File: src/rtl/cmp_pkg.sv
// Shared types for the comparator-sharing arbiter: FSM states, counter width
// and the registered comparison result.
package cmp_pkg;

    localparam int unsigned CNT_W = 16;

    typedef enum logic [1:0] {
        IDLE,
        CMP,
        RSP
    } state_t;

    typedef struct packed {
        logic lesser;
        logic greater;
        logic equal;
    } cmp_res_t;

endpackage

File: src/rtl/cmp_core.sv
// Purely combinational unsigned magnitude comparator producing the
// lesser/greater/equal flag triple.
module cmp_core
    import cmp_pkg::*;
#(
    parameter int unsigned WIDTH = 8
) (
    input  logic [WIDTH-1:0] a,
    input  logic [WIDTH-1:0] b,
    output cmp_res_t         res
);

    always_comb begin
        res         = '0;
        res.lesser  = (a < b);
        res.greater = (a > b);
        res.equal   = (a == b);
    end

endmodule

File: src/rtl/cmp_share_arbiter.sv
// Round-robin arbiter/sequencer sharing one magnitude comparator among NREQ
// requesters, with a registered valid/ready result and a completion counter.
module cmp_share_arbiter
    import cmp_pkg::*;
#(
    parameter int unsigned WIDTH = 8,
    parameter int unsigned NREQ  = 4,
    localparam int unsigned IDW  = $clog2(NREQ)
) (
    input  logic                  clk,
    input  logic                  rst,
    input  logic [NREQ-1:0]       req,
    input  logic [NREQ*WIDTH-1:0] a_in,
    input  logic [NREQ*WIDTH-1:0] b_in,
    output logic [NREQ-1:0]       gnt,
    output logic                  rsp_valid,
    input  logic                  rsp_ready,
    output logic [IDW-1:0]        rsp_id,
    output logic                  lesser,
    output logic                  greater,
    output logic                  equal,
    output logic                  busy,
    output logic [CNT_W-1:0]      done_cnt
);

    localparam logic [IDW:0] NREQ_W = (IDW+1)'(NREQ);

    state_t            state;
    state_t            state_nxt;
    logic [IDW-1:0]    ptr;
    logic [IDW-1:0]    cur_id;
    logic [IDW-1:0]    sel;
    logic [IDW-1:0]    off;
    logic [IDW:0]      sum;
    logic [2*NREQ-1:0] dbl;
    logic              found;
    logic              take;
    logic              finish;
    logic [WIDTH-1:0]  op_a;
    logic [WIDTH-1:0]  op_b;
    logic [WIDTH-1:0]  a_sel;
    logic [WIDTH-1:0]  b_sel;
    logic [CNT_W-1:0]  cnt_nxt;
    cmp_res_t          res_c;
    cmp_res_t          res_q;

    // Rotate req so ptr sits at bit 0, take the lowest set bit, then add ptr
    // back modulo NREQ to recover the absolute requester index.
    always_comb begin
        dbl   = {req, req} >> ptr;
        off   = '0;
        found = 1'b0;
        for (int unsigned i = 0; i < NREQ; i++) begin
            if (!found && dbl[i]) begin
                found = 1'b1;
                off   = IDW'(i);
            end
        end
        sum = {1'b0, ptr} + {1'b0, off};
        sel = (sum >= NREQ_W) ? IDW'(sum - NREQ_W) : sum[IDW-1:0];
    end

    always_comb begin
        a_sel = '0;
        b_sel = '0;
        for (int unsigned i = 0; i < NREQ; i++) begin
            if (sel == IDW'(i)) begin
                a_sel = a_in[i*WIDTH +: WIDTH];
                b_sel = b_in[i*WIDTH +: WIDTH];
            end
        end
    end

    always_ff @(posedge clk) begin
        if (rst) begin
            state <= IDLE;
        end else begin
            state <= state_nxt;
        end
    end

    always_comb begin
        state_nxt = state;
        take      = 1'b0;
        finish    = 1'b0;
        case (state)
            IDLE: begin
                if (|req) begin
                    take      = 1'b1;
                    state_nxt = CMP;
                end
            end
            CMP: begin
                state_nxt = RSP;
            end
            RSP: begin
                if (rsp_ready) begin
                    finish    = 1'b1;
                    state_nxt = IDLE;
                end
            end
            default: begin
                state_nxt = IDLE;
            end
        endcase
    end

    cmp_core #(
        .WIDTH(WIDTH)
    ) u_core (
        .a  (op_a),
        .b  (op_b),
        .res(res_c)
    );

    assign cnt_nxt = done_cnt + CNT_W'(finish);

    always_ff @(posedge clk) begin
        if (rst) begin
            op_a     <= '0;
            op_b     <= '0;
            cur_id   <= '0;
            gnt      <= '0;
            res_q    <= '0;
            ptr      <= '0;
            done_cnt <= '0;
        end else begin
            gnt <= '0;
            if (take) begin
                op_a   <= a_sel;
                op_b   <= b_sel;
                cur_id <= sel;
                gnt    <= NREQ'(1) << sel;
            end
            if (state == CMP) begin
                res_q <= res_c;
            end
            if (finish) begin
                ptr <= (cur_id == IDW'(NREQ - 1)) ? '0 : cur_id + IDW'(1);
            end
            done_cnt <= cnt_nxt;
        end
    end

    assign rsp_valid = (state == RSP);
    assign busy      = (state != IDLE);
    assign rsp_id    = cur_id;
    assign lesser    = res_q.lesser;
    assign greater   = res_q.greater;
    assign equal     = res_q.equal;

endmodule

File: config.mk
export PLATFORM = sky130hd
export DESIGN_NAME = cmp_share_arbiter
export DESIGN_NICKNAME = d
export VERILOG_FILES = /design/src/rtl/cmp_pkg.sv /design/src/rtl/cmp_core.sv /design/src/rtl/cmp_share_arbiter.sv
export SDC_FILE = /design/constraint.sdc
export NUM_CORES = 1
export LEC_CHECK = 0
export BUFFER_PORTS_ARGS = -buffer_cell sky130_fd_sc_hd__buf_2
export CELL_PAD_IN_SITES_DETAIL_PLACEMENT = 0
export CELL_PAD_IN_SITES_GLOBAL_PLACEMENT = 1
export CORE_ASPECT_RATIO = 0.9
export CORE_MARGIN = 10
export CORE_UTILIZATION = 39
export CTS_BUF_LIST = sky130_fd_sc_hd__clkbuf_2
export DETAILED_ROUTE_END_ITERATION = 8
export GPL_TIMING_DRIVEN = 1
export PLACE_DENSITY = 0.93
export SYNTH_ARGS = -nofsm -noshare
export SYNTH_HDL_FRONTEND = slang
export SYNTH_SLANG_ARGS = --single-unit
export TNS_END_PERCENT = 10
File: constraint.sdc
create_clock -name clk -period 3.38 [get_ports clk]
set_clock_uncertainty 0.2 [all_clocks]
set_input_delay 0.338 -clock clk [delete_from_list [all_inputs] [get_ports clk]]
set_output_delay 0.338 -clock clk [all_outputs]
set_load 0.01 [all_outputs]
After elaboration in Yosys (flattened, before gate mapping)
Index checks and enable logic that the tools add are counted.
{"block": "word_totals", "regBits": 45, "latch_bits": 0, "ramBits": 0, "rom_bits": 0, "input_bits": 71, "out_inout_bits": 27, "elab_cells": 64, "mem_count": 0}
{"block": "op_classes", "n_addsub": 4, "mul": 0, "div": 0, "n_lt_le_gt_ge": 3, "n_eq_ne": 9, "shift": 2, "mux": 23, "n_bitwise": 1, "reduce_logical": 12}
{"operator": "$mux W8", "n": 8}
{"operator": "$add A16 B1 Y16", "n": 1}
{"operator": "$mux W2", "n": 6}
{"operator": "$eq A2 B2 Y1 const B", "n": 4}
{"operator": "$eq A8 B8 Y1", "n": 1}
{"operator": "$gt A8 B8 Y1", "n": 1}
{"operator": "$lt A8 B8 Y1", "n": 1}
{"operator": "$mux W1", "n": 8}
{"operator": "$shr A8 B2 Y4", "n": 1}
{"operator": "$pmux W2 S3", "n": 1}
{"operator": "$eq A2 B1 Y1 const B", "n": 2}
{"operator": "$logic_not A2 Y1", "n": 2}
{"operator": "$reduce_or A4 Y1", "n": 1}
{"operator": "$shl A1 B2 Y4 const A", "n": 1}
{"operator": "$add A2 B2 Y3", "n": 1}
{"operator": "$ge A3 B3 Y1 const B", "n": 1}
{"operator": "$logic_and A1 B1 Y1", "n": 3}
{"operator": "$logic_not A1 Y1", "n": 3}
{"operator": "$add A2 B1 Y2 const B", "n": 1}
{"operator": "$ne A2 B1 Y1 const B", "n": 1}
{"operator": "$ne A2 B2 Y1 const B", "n": 1}
{"operator": "$reduce_and A2 Y1", "n": 1}
{"operator": "$reduce_bool A2 Y1", "n": 1}
{"operator": "$reduce_or A2 Y1", "n": 1}
{"operator": "other kinds (2)", "n": 2}

Logic depth before layout (Yosys ltp)
{"block": "depth", "ltp_word": 19, "ltp_mapped": 12, "ltp_nobuf": 10}

Modules after synthesis
A second synthesis with hierarchy kept.
{"block": "unflattened", "hier_cells": 323, "area_unflattened_um2": 2771.4}
{"mod": "cmp_share_arbiter", "instances": 1, "cells_per_inst": 294, "area_per_inst_um2": 2546.2, "seq_area_each_um2": 900.9}
{"mod": "cmp_core", "instances": 1, "cells_per_inst": 29, "area_per_inst_um2": 225.2, "seq_area_each_um2": 0.0}

Worst setup path after synthesis
Ideal clock, no wire load.
{"block": "synth_path", "path_type": "register to register", "start": "register ptr[0]", "end": "register op_a[6]", "setup_ps": 117, "arrival_ps": 2418, "required_ps": 3063, "path_slack_ps": 645, "stages_incl_launch_ff": 10, "n_path_buf": 3, "synth_period_minus_slack_ps": 2735, "path_cell_list": "dfxtp_1 -> clkbuf_4 -> or4_1 -> o2111ai_1 -> ha_1 -> clkbuf_1 -> clkbuf_1 -> o311ai_0 -> mux2i_1 -> a32o_1"}
{"block": "synth_via", "elab_chain_cells": 19, "word_cells_on_any_way": 25, "classes_between": "2 x add/sub; 1 x order compare; 3 x eq/ne; 1 x shift; 11 x mux; 7 x reduce/logical"}
{"item": "start: declaration", "line_no": "cmp_share_arbiter.sv:30", "rtl": "logic [IDW-1:0] ptr;"}
{"item": "start signal: assignment", "line_no": "cmp_share_arbiter.sv:139", "rtl": "ptr <= (cur_id == IDW'(NREQ - 1)) ? '0 : cur_id + IDW'(1);"}
{"item": "$shr A8 B2 Y4", "line_no": "cmp_share_arbiter.sv:50", "rtl": "dbl = {req, req} >> ptr;"}
{"item": "$mux W1", "line_no": "cmp_share_arbiter.sv:54", "rtl": "if (!found && dbl[i]) begin"}
{"item": "$logic_not A1 Y1", "line_no": "cmp_share_arbiter.sv:54"}
{"item": "$logic_and A1 B1 Y1", "line_no": "cmp_share_arbiter.sv:54"}
{"item": "$mux W1", "line_no": "cmp_share_arbiter.sv:54"}
{"item": "$logic_not A1 Y1", "line_no": "cmp_share_arbiter.sv:54"}
{"item": "$logic_and A1 B1 Y1", "line_no": "cmp_share_arbiter.sv:54"}
{"item": "$mux W1", "line_no": "cmp_share_arbiter.sv:54"}
{"item": "(+2 left out)"}
{"item": "$mux W2", "line_no": "cmp_share_arbiter.sv:54"}
{"item": "$add A2 B2 Y3 *", "line_no": "cmp_share_arbiter.sv:59", "rtl": "sum = {1'b0, ptr} + {1'b0, off};"}
{"item": "$ge A3 B3 Y1 or $sub A2 B1 Y2 (tied branches)", "line_no": "cmp_share_arbiter.sv:60", "rtl": "sel = (sum >= NREQ_W) ? IDW'(sum - NREQ_W) : sum[IDW-1:0];"}
{"item": "$mux W2 *", "line_no": "cmp_share_arbiter.sv:60"}
{"item": "net sel[0]", "line_no": "cmp_share_arbiter.sv:32", "rtl": "logic [IDW-1:0] sel;"}
{"item": "$logic_not A2 Y1", "line_no": "cmp_share_arbiter.sv:67", "rtl": "if (sel == IDW'(i)) begin"}
{"item": "$mux W8 (3 in series)", "line_no": "cmp_share_arbiter.sv:67"}
{"item": "$mux W8 *", "line_no": "cmp_share_arbiter.sv:67"}
{"item": "end signal: assignment", "line_no": "cmp_share_arbiter.sv:130", "rtl": "op_a <= a_sel;"}
{"item": "end: declaration", "line_no": "cmp_share_arbiter.sv:39", "rtl": "logic [WIDTH-1:0] op_a;"}
The timed path passes the listed nets; every way through them passes the cells marked *.
A chain may end at the register's enable or synchronous reset.

Final worst setup path
{"block": "layout_path", "start": "register ptr[0]", "end": "register op_b[2]"}
{"block": "layout_via", "elab_chain_cells": 19, "word_cells_on_any_way": 25, "classes_between": "2 x add/sub; 1 x order compare; 3 x eq/ne; 1 x shift; 11 x mux; 7 x reduce/logical"}
{"item": "$shr A8 B2 Y4", "line_no": "cmp_share_arbiter.sv:50"}
{"item": "$mux W1", "line_no": "cmp_share_arbiter.sv:54"}
{"item": "$logic_not A1 Y1", "line_no": "cmp_share_arbiter.sv:54"}
{"item": "$logic_and A1 B1 Y1", "line_no": "cmp_share_arbiter.sv:54"}
{"item": "$mux W1", "line_no": "cmp_share_arbiter.sv:54"}
{"item": "$logic_not A1 Y1", "line_no": "cmp_share_arbiter.sv:54"}
{"item": "$logic_and A1 B1 Y1", "line_no": "cmp_share_arbiter.sv:54"}
{"item": "$mux W1", "line_no": "cmp_share_arbiter.sv:54"}
{"item": "$logic_not A1 Y1", "line_no": "cmp_share_arbiter.sv:54"}
{"item": "$logic_and A1 B1 Y1", "line_no": "cmp_share_arbiter.sv:54"}
{"item": "$mux W2", "line_no": "cmp_share_arbiter.sv:54"}
{"item": "$add A2 B2 Y3 *", "line_no": "cmp_share_arbiter.sv:59"}
{"item": "$ge A3 B3 Y1 or $sub A2 B1 Y2 (tied branches)", "line_no": "cmp_share_arbiter.sv:60"}
{"item": "$mux W2 *", "line_no": "cmp_share_arbiter.sv:60"}
{"item": "$logic_not A2 Y1", "line_no": "cmp_share_arbiter.sv:67"}
{"item": "$mux W8 (3 in series)", "line_no": "cmp_share_arbiter.sv:67"}
{"item": "$mux W8 *", "line_no": "cmp_share_arbiter.sv:67"}
{"item": "end signal: assignment", "line_no": "cmp_share_arbiter.sv:131", "rtl": "op_b <= b_sel;"}
{"item": "end: declaration", "line_no": "cmp_share_arbiter.sv:40", "rtl": "logic [WIDTH-1:0] op_b;"}
Mark *: on every way between the ends. The rest lies on a longest branch, timed or not.

==> metrics.txt <==
Hold Vio Cnt, Final 0; CTS Buf Count 5; Clock Sinks between 40 and 50; Worst Setup End Kind flip-flop; wire per inst around 15 µm; MaxCap Viol Count 0; path type of the worst setup path reg2reg; Reg power frac a little under half; die area 12630 µm²; core area 8184 µm²; setup TNS 0 ps; post-CTS resize count 0; Logic pwr share 37.1%; clock power share between 10% and 20%; RSZ-0062 raised after global routing false; Leakage between 1.5 and 2 nW; post-layout util a little under half; Fmax about 340 MHz; Final nets between 500 and 600; IR drop worst, VDD 0.1789 mV; number of synthesized register bits between 40 and 50; Switching Share 36.09%; root buffer cell clkbuf_2; Slew headroom approximately 57%; Power per Cell Area 342.0 nW/µm²; Slew Limit Fails 0; hpwl dp 7052 µm; overall power ~1.3 mW; run status finished clean; largest net degree at the start of global routing just over 80; P_sw slightly below 0.5 mW; Worst EP required ~3500 ps; Avg Vias per Cell about 5.4; post-synth cell types 42; commonest cells after routing, fill and taps aside buf_2, nor2_1, nand2_1, dfxtp_1, mux2i_1; RD Place Congestion approximately 0.82; Post-DRT Antenna Nets 0; worst hold margin ~130 ps; CTS clk-pin slew, worst paths around 230 ps; period utilization between 80 and 90%; GR Overflow Total 0; Mapped Area about 3300 µm²; post-route minimum period between 2000 and 3000 ps; sequential share of the synthesized area between 20% and 30%; Syn Area/Cell around 8.0 µm²; share of layout cells above drive strength 1 24.55%; initial DRC count approximately 210; All-Layer GR Usage 14.42%; CTS tree built; Slew @ Worst Pin around 650 ps; Net Count, Synth 500; Syn Inst Count 417; clk_lat worst skew 420 ps; initial antenna violation count 0; Final Setup Violations 0; critical path arrival 3050 ps; most common cell after layout, fill and taps aside buf_2; H-tree levels 2; Inserted Diodes 0; wire length of the first global-routing pass between 15000 and 20000 µm; YS warnings 0; row cnt 31; synthesis-to-finish area growth 17.93%; die height approximately 110 µm; buffers added on ports between 90 and 100; Internal 0.8578 mW; Remaining DRCs 0; critical path startpoint category flip-flop; DRT Wirelength around 9200 µm; initial core utilization between 40 and 50%; Chip Width ~120 µm; Max clock buf depth 2; via count approximately 3300; DR pass1 iterations 5; crit path max fanout 32; Ports 98; vias in the first global route 3367; worst hold-check path type in2reg
==> power by group through the flow <==
stage / Combinational (mW) / Sequential (mW) / Clock [mW]
floorplan: 0.357 / 0.617 / 0
global placement: 0.484 / 0.624 / 0
detailed placement: 0.500 / 0.625 / 0
CTS: 0.503 / 0.614 / 0.238
global route: 0.568 / 0.621 / 0.260
finish: 0.498 / 0.615 / 0.230
==> area by class of cell <==
| cell class | instances | area, µm² |
|---|---|---|
| clock buffer | 7 | 35.03 |
| clock inverter | 1 | 7.507 |
| fill | 856 | 4259 |
| inverter | 12 | 45.04 |
| multi-input combinational | 326 | 2212 |
| sequential | 45 | 900.9 |
| tap | 115 | 143.9 |
| timing repair buffer | 106 | 580.6 |
==> worst paths after layout <==
| check | start | endpoint | slack [ps] | cells past startpoint |
|---|---|---|---|---|
| setup / recovery | ptr[0] | op_b[2] | 440 | 10 |
| hold / removal | rst | done_cnt[10] | 130 | 2 |
| hold reg to reg | op_b[6] | op_b[6] | 310 | 1 |
| setup reg to reg | ptr[0] | op_b[2] | 440 | 10 |
==> per-stage QoR <==
step	setup WS, ps	cells	cell area [µm²]
4_1_cts	439.1	612	3925
5_1_grt	170.3	612	3925
6_report	442.1	612	3925
3_5_place_dp	444.1	603	3872
2_1_floorplan	644.8	417	3328
3_3_place_gp	516.2	603	3872
==> cell usage after synthesis, drive strengths merged <==
master	count	area, µm²
nand2b	4	25.02
o21ba	1	10.01
nand2	46	172.7
and3	4	25.02
o32ai	2	25.03
o211ai	3	22.52
mux2i	33	330.3
or3	1	6.260
ha	12	150.1
nand3b	32	240.2
nand3	8	40.04
a21oi	11	55.05
or2	1	6.260
o2111ai	1	8.760
a32oi	1	27.53
nor3b	1	7.510
and3b	1	8.760
xnor2	4	50.05
a32o	16	160.2
a21o	1	7.510
o21ai	4	20.02
nor3	4	20.02
buf	13	106.4
clkbuf	21	82.58
nor4	1	6.260
dfxtp	45	900.9
o311ai	32	280.3
nand4	6	37.54
nor2b	5	31.28
and2	1	6.260
xor2	12	112.6
nor2	76	285.3
inv	12	45.04
or4	2	15.01
==> sequential cells by signal (all words and copies together) (netlist names) <==
| register | cells |
|---|---|
| done_cnt | 16 |
| equal | 1 |
| gnt | 4 |
| greater | 1 |
| lesser | 1 |
| op_a | 8 |
| op_b | 8 |
| ptr | 2 |
| rsp_id | 2 |
| state | 2 |
==> kinds of logic (layout without fill, tap and decap cells) <==
logic type / after synthesis / after routing / share of synthesized area [%]
AND/OR/NAND/NOR: 193 / 193 / 28.05
AO/OA/AOI/OAI: 72 / 72 / 18.53
buffers and inverters: 46 / 126 / 7.030
flip-flops: 45 / 45 / 27.07
multiplexers: 33 / 33 / 9.925
XOR/XNOR: 16 / 16 / 4.887
adder cells (fa/ha/maj): 12 / 12 / 4.511
==> layer usage <==
metal  part of all wire, %  GRT usage [%]
met5                     0              0
met4                   1.3          3.661
met3                   4.2          2.884
met2                    49          25.16
met1                    46          17.77
==> critical path: stages (launching register included) <==
cell and delay, ps:
dfxtp_1 600, nor3_1 110, o21ai_0 170, o2111ai_1 130
ha_2 250, xnor2_2 510, nand2_1 110, buf_4 250
nor2_1 130, mux2i_1 90, a32o_1 270
==> timing repair <==
action | in CTS | in global routing
buffers inserted | 0 | 0
hold buffers | 1 | 0
hold endpoints to repair | 1 | 0
(Power assumes the default switching activity.)
